**config.mk**
```make
export PLATFORM = sky130hd
export DESIGN_NAME = pipe_reg_hs
export DESIGN_NICKNAME = d
export VERILOG_FILES = /design/src/rtl/pipe_reg_pkg.sv /design/src/rtl/pipe_reg_slice.sv /design/src/rtl/pipe_reg_hs.sv
export SDC_FILE = /design/constraint.sdc
export NUM_CORES = 1
export LEC_CHECK = 0
export ABC_AREA = 1
export CORE_MARGIN = 2
export CORE_UTILIZATION = 35
export DETAILED_ROUTE_END_ITERATION = 8
export DONT_BUFFER_PORTS = 1
export PLACE_DENSITY = 0.48
export SLEW_MARGIN = 20
export SYNTH_ARGS = -nofsm -noshare
export SYNTH_HDL_FRONTEND = slang
export SYNTH_SLANG_ARGS = --single-unit
```
**constraint.sdc**
```tcl
create_clock -name clk -period 4.4 [get_ports clk]
set_clock_uncertainty 0.1 [all_clocks]
set_input_delay 0.66 -clock clk [delete_from_list [all_inputs] [get_ports clk]]
set_output_delay 0.66 -clock clk [all_outputs]
set_load 0.05 [all_outputs]
```
**src/rtl/pipe_reg_pkg.sv**
```systemverilog
// Shared definitions for the handshaked pipeline register (pipe_reg_hs).
// Holds the slice state encoding, the supported depth limit and the helper
// that sizes the occupancy counter.
package pipe_reg_pkg;

   // Deepest chain the occupancy counter and the checks are sized for
   localparam int STAGES_MAX = 4;

   // Per-slice holding state; SKID is only reachable when the skid entry exists
   typedef enum logic [1:0] {
      EMPTY = 2'd0,
      FULL  = 2'd1,
      SKID  = 2'd2
   } slice_state_t;

   // Occupancy counter width: the chain can hold up to two beats per slice
   function automatic int OCC_W(input int stages);
      return $clog2(2 * stages + 1);
   endfunction

endpackage

```
**src/rtl/pipe_reg_slice.sv**
```systemverilog
// One handshaked pipeline slice of pipe_reg_hs.
// Carries a data payload and a control bundle; control is forced to zero
// whenever the slice holds no valid beat, so bubbles never have side effects.
// Flush empties the slice and clears control but leaves data untouched.
// Build option PIPE_REG_HS_SKID_EN: when defined the slice has a main and a
// skid entry with a registered ready (no out_ready -> in_ready path); when
// undefined it is a single entry whose ready looks through to downstream.
module pipe_reg_slice
   import pipe_reg_pkg::*;
#(
   parameter int DATA_W = 72,
   parameter int CTRL_W = 5
) (
   input  logic              clk,
   input  logic              reset,
   input  logic              flush,
   input  logic              in_valid,
   output logic              in_ready,
   input  logic [DATA_W-1:0] in_data,
   input  logic [CTRL_W-1:0] in_ctrl,
   output logic              out_valid,
   input  logic              out_ready,
   output logic [DATA_W-1:0] out_data,
   output logic [CTRL_W-1:0] out_ctrl
);

   slice_state_t      state;
   logic [DATA_W-1:0] main_data;
   logic [CTRL_W-1:0] main_ctrl;
   logic              accept;
   logic              drain;

   // The main entry always faces downstream; control is masked when empty
   assign out_valid = (state != EMPTY);
   assign out_data  = main_data;
   assign out_ctrl  = out_valid ? main_ctrl : '0;
   assign accept    = in_valid && in_ready;
   assign drain     = out_valid && out_ready;

`ifdef PIPE_REG_HS_SKID_EN

   logic [DATA_W-1:0] skid_data;
   logic [CTRL_W-1:0] skid_ctrl;
   logic              ready_q;

   // Ready is a flop so that downstream back-pressure never reaches upstream
   // combinationally; it is low only while the skid entry is occupied
   assign in_ready = ready_q;

   // Slice FSM: the main entry drains first and the skid entry refills it,
   // so beat order is preserved while absorbing one beat of back-pressure
   always_ff @(posedge clk) begin
      if (reset) begin
         state     <= EMPTY;
         main_data <= '0;
         main_ctrl <= '0;
         skid_data <= '0;
         skid_ctrl <= '0;
         ready_q   <= 1'b0;
      end else if (flush) begin
         state     <= EMPTY;
         main_ctrl <= '0;
         skid_ctrl <= '0;
         ready_q   <= 1'b1;
      end else begin
         case (state)
            EMPTY: begin
               ready_q <= 1'b1;
               if (accept) begin
                  state     <= FULL;
                  main_data <= in_data;
                  main_ctrl <= in_ctrl;
               end
            end
            FULL: begin
               if (accept && !drain) begin
                  state     <= SKID;
                  skid_data <= in_data;
                  skid_ctrl <= in_ctrl;
                  ready_q   <= 1'b0;
               end else begin
                  ready_q <= 1'b1;
                  if (accept) begin
                     main_data <= in_data;
                     main_ctrl <= in_ctrl;
                  end else if (drain) begin
                     state <= EMPTY;
                  end
               end
            end
            SKID: begin
               if (drain) begin
                  state     <= FULL;
                  main_data <= skid_data;
                  main_ctrl <= skid_ctrl;
                  skid_ctrl <= '0;
                  ready_q   <= 1'b1;
               end else begin
                  ready_q <= 1'b0;
               end
            end
            default: begin
               state   <= EMPTY;
               ready_q <= 1'b1;
            end
         endcase
      end
   end

`else

   logic alive;

   // A full slice can still accept when its beat leaves on the same edge;
   // alive keeps ready low through reset and for the first cycle after it
   assign in_ready = alive && (!out_valid || out_ready);

   // Single-entry slice: EMPTY/FULL with load-on-accept, empty-on-drain
   always_ff @(posedge clk) begin
      if (reset) begin
         state     <= EMPTY;
         main_data <= '0;
         main_ctrl <= '0;
         alive     <= 1'b0;
      end else if (flush) begin
         state     <= EMPTY;
         main_ctrl <= '0;
         alive     <= 1'b1;
      end else begin
         alive <= 1'b1;
         if (accept) begin
            state     <= FULL;
            main_data <= in_data;
            main_ctrl <= in_ctrl;
         end else if (drain) begin
            state <= EMPTY;
         end
      end
   end

`endif

endmodule

```
**src/rtl/pipe_reg_hs.sv**
```systemverilog
// Parametrised handshaked pipeline register (replacement for the EX/MEM latch).
// Chains STAGES pipe_reg_slice instances with valid/ready back-pressure,
// flush and zero-control bubbles, and tracks how many beats are in flight.
// Build option PIPE_REG_HS_SKID_EN selects two-entry skid slices with a
// registered ready; without it each slice holds one beat.
module pipe_reg_hs
   import pipe_reg_pkg::*;
#(
   parameter int DATA_W = 72,
   parameter int CTRL_W = 5,
   parameter int STAGES = 1
) (
   input  logic                       clk,
   input  logic                       reset,
   input  logic                       flush,
   input  logic                       in_valid,
   output logic                       in_ready,
   input  logic [DATA_W-1:0]          in_data,
   input  logic [CTRL_W-1:0]          in_ctrl,
   output logic                       out_valid,
   input  logic                       out_ready,
   output logic [DATA_W-1:0]          out_data,
   output logic [CTRL_W-1:0]          out_ctrl,
   output logic [OCC_W(STAGES)-1:0]   occupancy
);

   localparam int OW = OCC_W(STAGES);
   localparam logic [OW-1:0] OCC_ONE = 1;

   // Refuse to build a chain depth the counter and slices are not sized for
   if (STAGES < 1 || STAGES > STAGES_MAX) begin : g_bad_stages
      $error("pipe_reg_hs: STAGES must be within 1..%0d", STAGES_MAX);
   end

   logic in_fire;
   logic out_fire;

   // Each slice keeps its own link signals so the ready chain is a plain
   // series of nets rather than one vector feeding back into itself
   for (genvar i = 0; i < STAGES; i++) begin : g_slice
      logic              up_valid;
      logic              up_ready;
      logic [DATA_W-1:0] up_data;
      logic [CTRL_W-1:0] up_ctrl;
      logic              dn_valid;
      logic              dn_ready;
      logic [DATA_W-1:0] dn_data;
      logic [CTRL_W-1:0] dn_ctrl;

      if (i == 0) begin : g_first
         assign up_valid = in_valid;
         assign up_data  = in_data;
         assign up_ctrl  = in_ctrl;
      end else begin : g_link
         assign up_valid = g_slice[i-1].dn_valid;
         assign up_data  = g_slice[i-1].dn_data;
         assign up_ctrl  = g_slice[i-1].dn_ctrl;
      end

      if (i == STAGES - 1) begin : g_last
         assign dn_ready = out_ready;
      end else begin : g_next
         assign dn_ready = g_slice[i+1].up_ready;
      end

      pipe_reg_slice #(
         .DATA_W (DATA_W),
         .CTRL_W (CTRL_W)
      ) u_slice (
         .clk       (clk),
         .reset     (reset),
         .flush     (flush),
         .in_valid  (up_valid),
         .in_ready  (up_ready),
         .in_data   (up_data),
         .in_ctrl   (up_ctrl),
         .out_valid (dn_valid),
         .out_ready (dn_ready),
         .out_data  (dn_data),
         .out_ctrl  (dn_ctrl)
      );
   end

   assign in_ready  = g_slice[0].up_ready;
   assign out_valid = g_slice[STAGES-1].dn_valid;
   assign out_data  = g_slice[STAGES-1].dn_data;
   assign out_ctrl  = g_slice[STAGES-1].dn_ctrl;

   assign in_fire  = in_valid && in_ready;
   assign out_fire = out_valid && out_ready;

   // Beats in flight: count transfers at both ends; flush and reset empty it
   always_ff @(posedge clk) begin
      if (reset) begin
         occupancy <= '0;
      end else if (flush) begin
         occupancy <= '0;
      end else begin
         case ({in_fire, out_fire})
            2'b10:   occupancy <= occupancy + OCC_ONE;
            2'b01:   occupancy <= occupancy - OCC_ONE;
            default: occupancy <= occupancy;
         endcase
      end
   end

endmodule

```
==> flow_summary_export.csv <==
group,metric,value,unit
sta,timing.final.ws_setup,2.00,ns
global_route,grt_first_pass_wirelength,11200,um
route,drt_iter0_markers,70,
sta,rsz_0062_raised_after_global_routing,"false",
place,place.gp.congestion,0.713,
pwr,power.static_leakage,1.99,nW
setup_path,critical_path_depth_in_cells,2,
synth,synthesis.instances,515,
route,routed_via_density,4.16,
place,detailed_place_hpwl,5050,um
setup_path,crit_path_top_delay_cell,"dfxtp_1",
global_route,grt_antenna_before_repair,0,
sta,period_share,54.5,%
final_layout,mostFrequentLayoutCells,"nand2_1 (159), nor2_1 (149), inv_1 (81), dfxtp_1 (81), clkbuf_8 (9)",
synth,mappedNetlistArea,3390,sq um
global_route,grt_util_all_layers,13.6,%
status,status,"finished, final reports clean",
synth,yosys_warnings,0,
setup_path,timing_worst_setup_path_type,"reg -> out",
clocking,clk_root_buffer_cell,"clkbuf_8",
setup_path,worst-endpoint-required,3.64,ns
final_layout,finalNonFillerCells,639,
route,wirelength,7360,um
route,routedWlPerCell,11.5,um
die,die_area,10500,sq um
final_layout,diodes,0,
place,dpl.cell_count,623,
sta,worstMarginPinSlew,0.771,ns
route,drt_pass1_iterations,4,
final_layout,layout.filler_cells,997,
setup_path,critical_path.startpoint_type,"flip-flop",
sta,post-route-min-period,2.40,ns
setup_path,timing.critical_path.slowest_cell_delay,0.81,ns
clocking,cts.sinks,81,
sta,slew_headroom,48.5,%
route,via_count_of_the_routed_design,2656,
synth,post-synth-top-area-fraction,47.8,%
final_layout,final-seq-area,1620,sq um
place,place_worst_setup_slack,2.05,ns
synth,synth-seq-area-share,47.8,%
sta,slew_violations,0,
die,dieHeight,102,um
clocking,tritoncts_clock_tree,"built",
die,design.portCount,163,
clocking,post_cts_setup_repair_bufs,0,
synth,yosys-top-cells-area,"dfxtp_1 (48%), nand2_1 (18%), nor2_1 (16%), inv_1 (9.0%), buf_6 (2.0%)",
synth,yosys_register_bits,81,
clocking,post_cts_sizing_count,0,
global_route,gr-total-overflow,0,
die,initial_core_utilization,36.4,%
setup_path,reg2regPathDepth,5,
setup_path,endpoint_kind,"output port",
setup_path,worstPathMaxFanout,10,
final_layout,utilization,39.6,%
final_layout,mostFrequentLayoutCell,"nand2_1",
sta,timing.final.hold_violations,0,
final_layout,layout-area-overhead-vs-synth,8.86,%
clocking,cts_inserted_buffers,9,
clocking,cts_htree_levels,3,
sta,max_frequency,417,MHz
final_layout,area_taken_by_multi_input_logic_gates,1310,sq um
place,placement.io_buffers,0,
setup_path,critical_path.cell_chain,"nand2_1 -> inv_1",
clocking,insertion_delay,0.34,ns
final_layout,drive_above_1_share,4.12,%
hold_path,worstHoldPathCells,1,
clocking,cts_max_path_buffers,2,
global_route,grt_start_max_net_pins,88,
route,ant_nets,0,
synth,syn_avg_cell_area,6.58,sq um
die,die-width,102,um
synth,netlist-cell-type-count,19,
pwr,powerDensity,468,nW/um^2
global_route,first_global_vias,2330,
synth,syn_nets,599,
sta,timing.final.setup_violations,0,
sta,totalNegativeSetupSlack,0,ns
die,row_count,35,
clocking,cts_hold_repair.buffers,0,
final_layout,nets,589,
setup_path,timing.critical_path.max_delay_family,"flip-flops",
pwr,power.ir.vdd_worst,137,uV
sta,hold-worst-slack,0.289,ns
hold_path,hold_path_class,"in -> reg",
run,cap_viol_max_count,0,
route,remaining_drc_errors,0,
setup_path,crit_arrival,1.64,ns
synth,post-synth-top-area-cell,"dfxtp_1",
clocking,clk_transition_reported_paths,0.08,ns
setup_path,timing.critical_path.buf_inv,1,
die,design.core.area,9330,sq um
## power by group
group,internal (mW),switching [mW]
logic,0.0386,0.0718
clock network,0.433,0.263
registers,0.770,0.151
total,1.24,0.486
## kinds of logic after synthesis
group,after synthesis,synth area share (%)
simple gates,317,35.9
flops,81,47.8
fa+ha+maj,2,0.738
compound gates,8,1.62
xor+xnor,1,0.258
buf+inv,106,13.6
## through the flow
step           cell area [sq um]  total power [mW]
4_1_cts                     3690              1.76
3_5_place_dp                3430              1.05
5_1_grt                     3690              1.81
3_3_place_gp                3430              1.05
2_1_floorplan               3390              1.03
6_report                    3690              1.73
## path summary, 6_finish.rpt
kind	from	slack, ns	to
setup / recovery	g_slice[0].u_slice.state[0]	2.00	out_ctrl[0]
hold reg to reg	g_slice[0].u_slice.main_ctrl[1]	0.38	g_slice[0].u_slice.main_ctrl[1]
setup reg to reg	g_slice[0].u_slice.state[0]	2.04	g_slice[0].u_slice.out_data[60]
hold / removal	reset	0.29	occupancy[0]
## sequential cells by signal, summed over array words and instances, names as in the netlist
register / count
g_slice.u_slice.out_data: 72
g_slice.u_slice.main_ctrl: 5
occupancy: 2
g_slice.u_slice.alive: 1
g_slice.u_slice.state: 1
## synthesized netlist by cell type
master / n
a21boi_0: 5
a21boi_1: 1
a21oi_1: 1
buf_2: 9
buf_4: 2
buf_6: 6
clkbuf_1: 7
dfxtp_1: 81
ha_1: 2
inv_1: 81
inv_2: 1
nand2_1: 159
nand2_2: 1
nand3_1: 6
nand4_4: 1
nor2_1: 149
nor3_1: 1
o21ai_0: 1
xnor2_1: 1
## per-layer routing
layer | vias to the layer above | GRT usage [%] | share of wire, %
met3 | 9 | 6.36 | 12
met2 | 101 | 21.0 | 44
met5 | - | 0 | 0
met4 | 0 | 6.15 | 1.6
met1 | 1097 | 16.0 | 42
li1 | 1449 | - | -
## area by class of cell
type / count / area share, %
flip-flops and latches: 81 / 43.9
multi-input cells: 328 / 35.4
inverters: 82 / 8.34
well taps: 129 / 4.37
clock inverters: 6 / 3.53
clock buffers: 10 / 3.46
repair buffers: 3 / 0.949
Power figures use the tool's default switching activity.
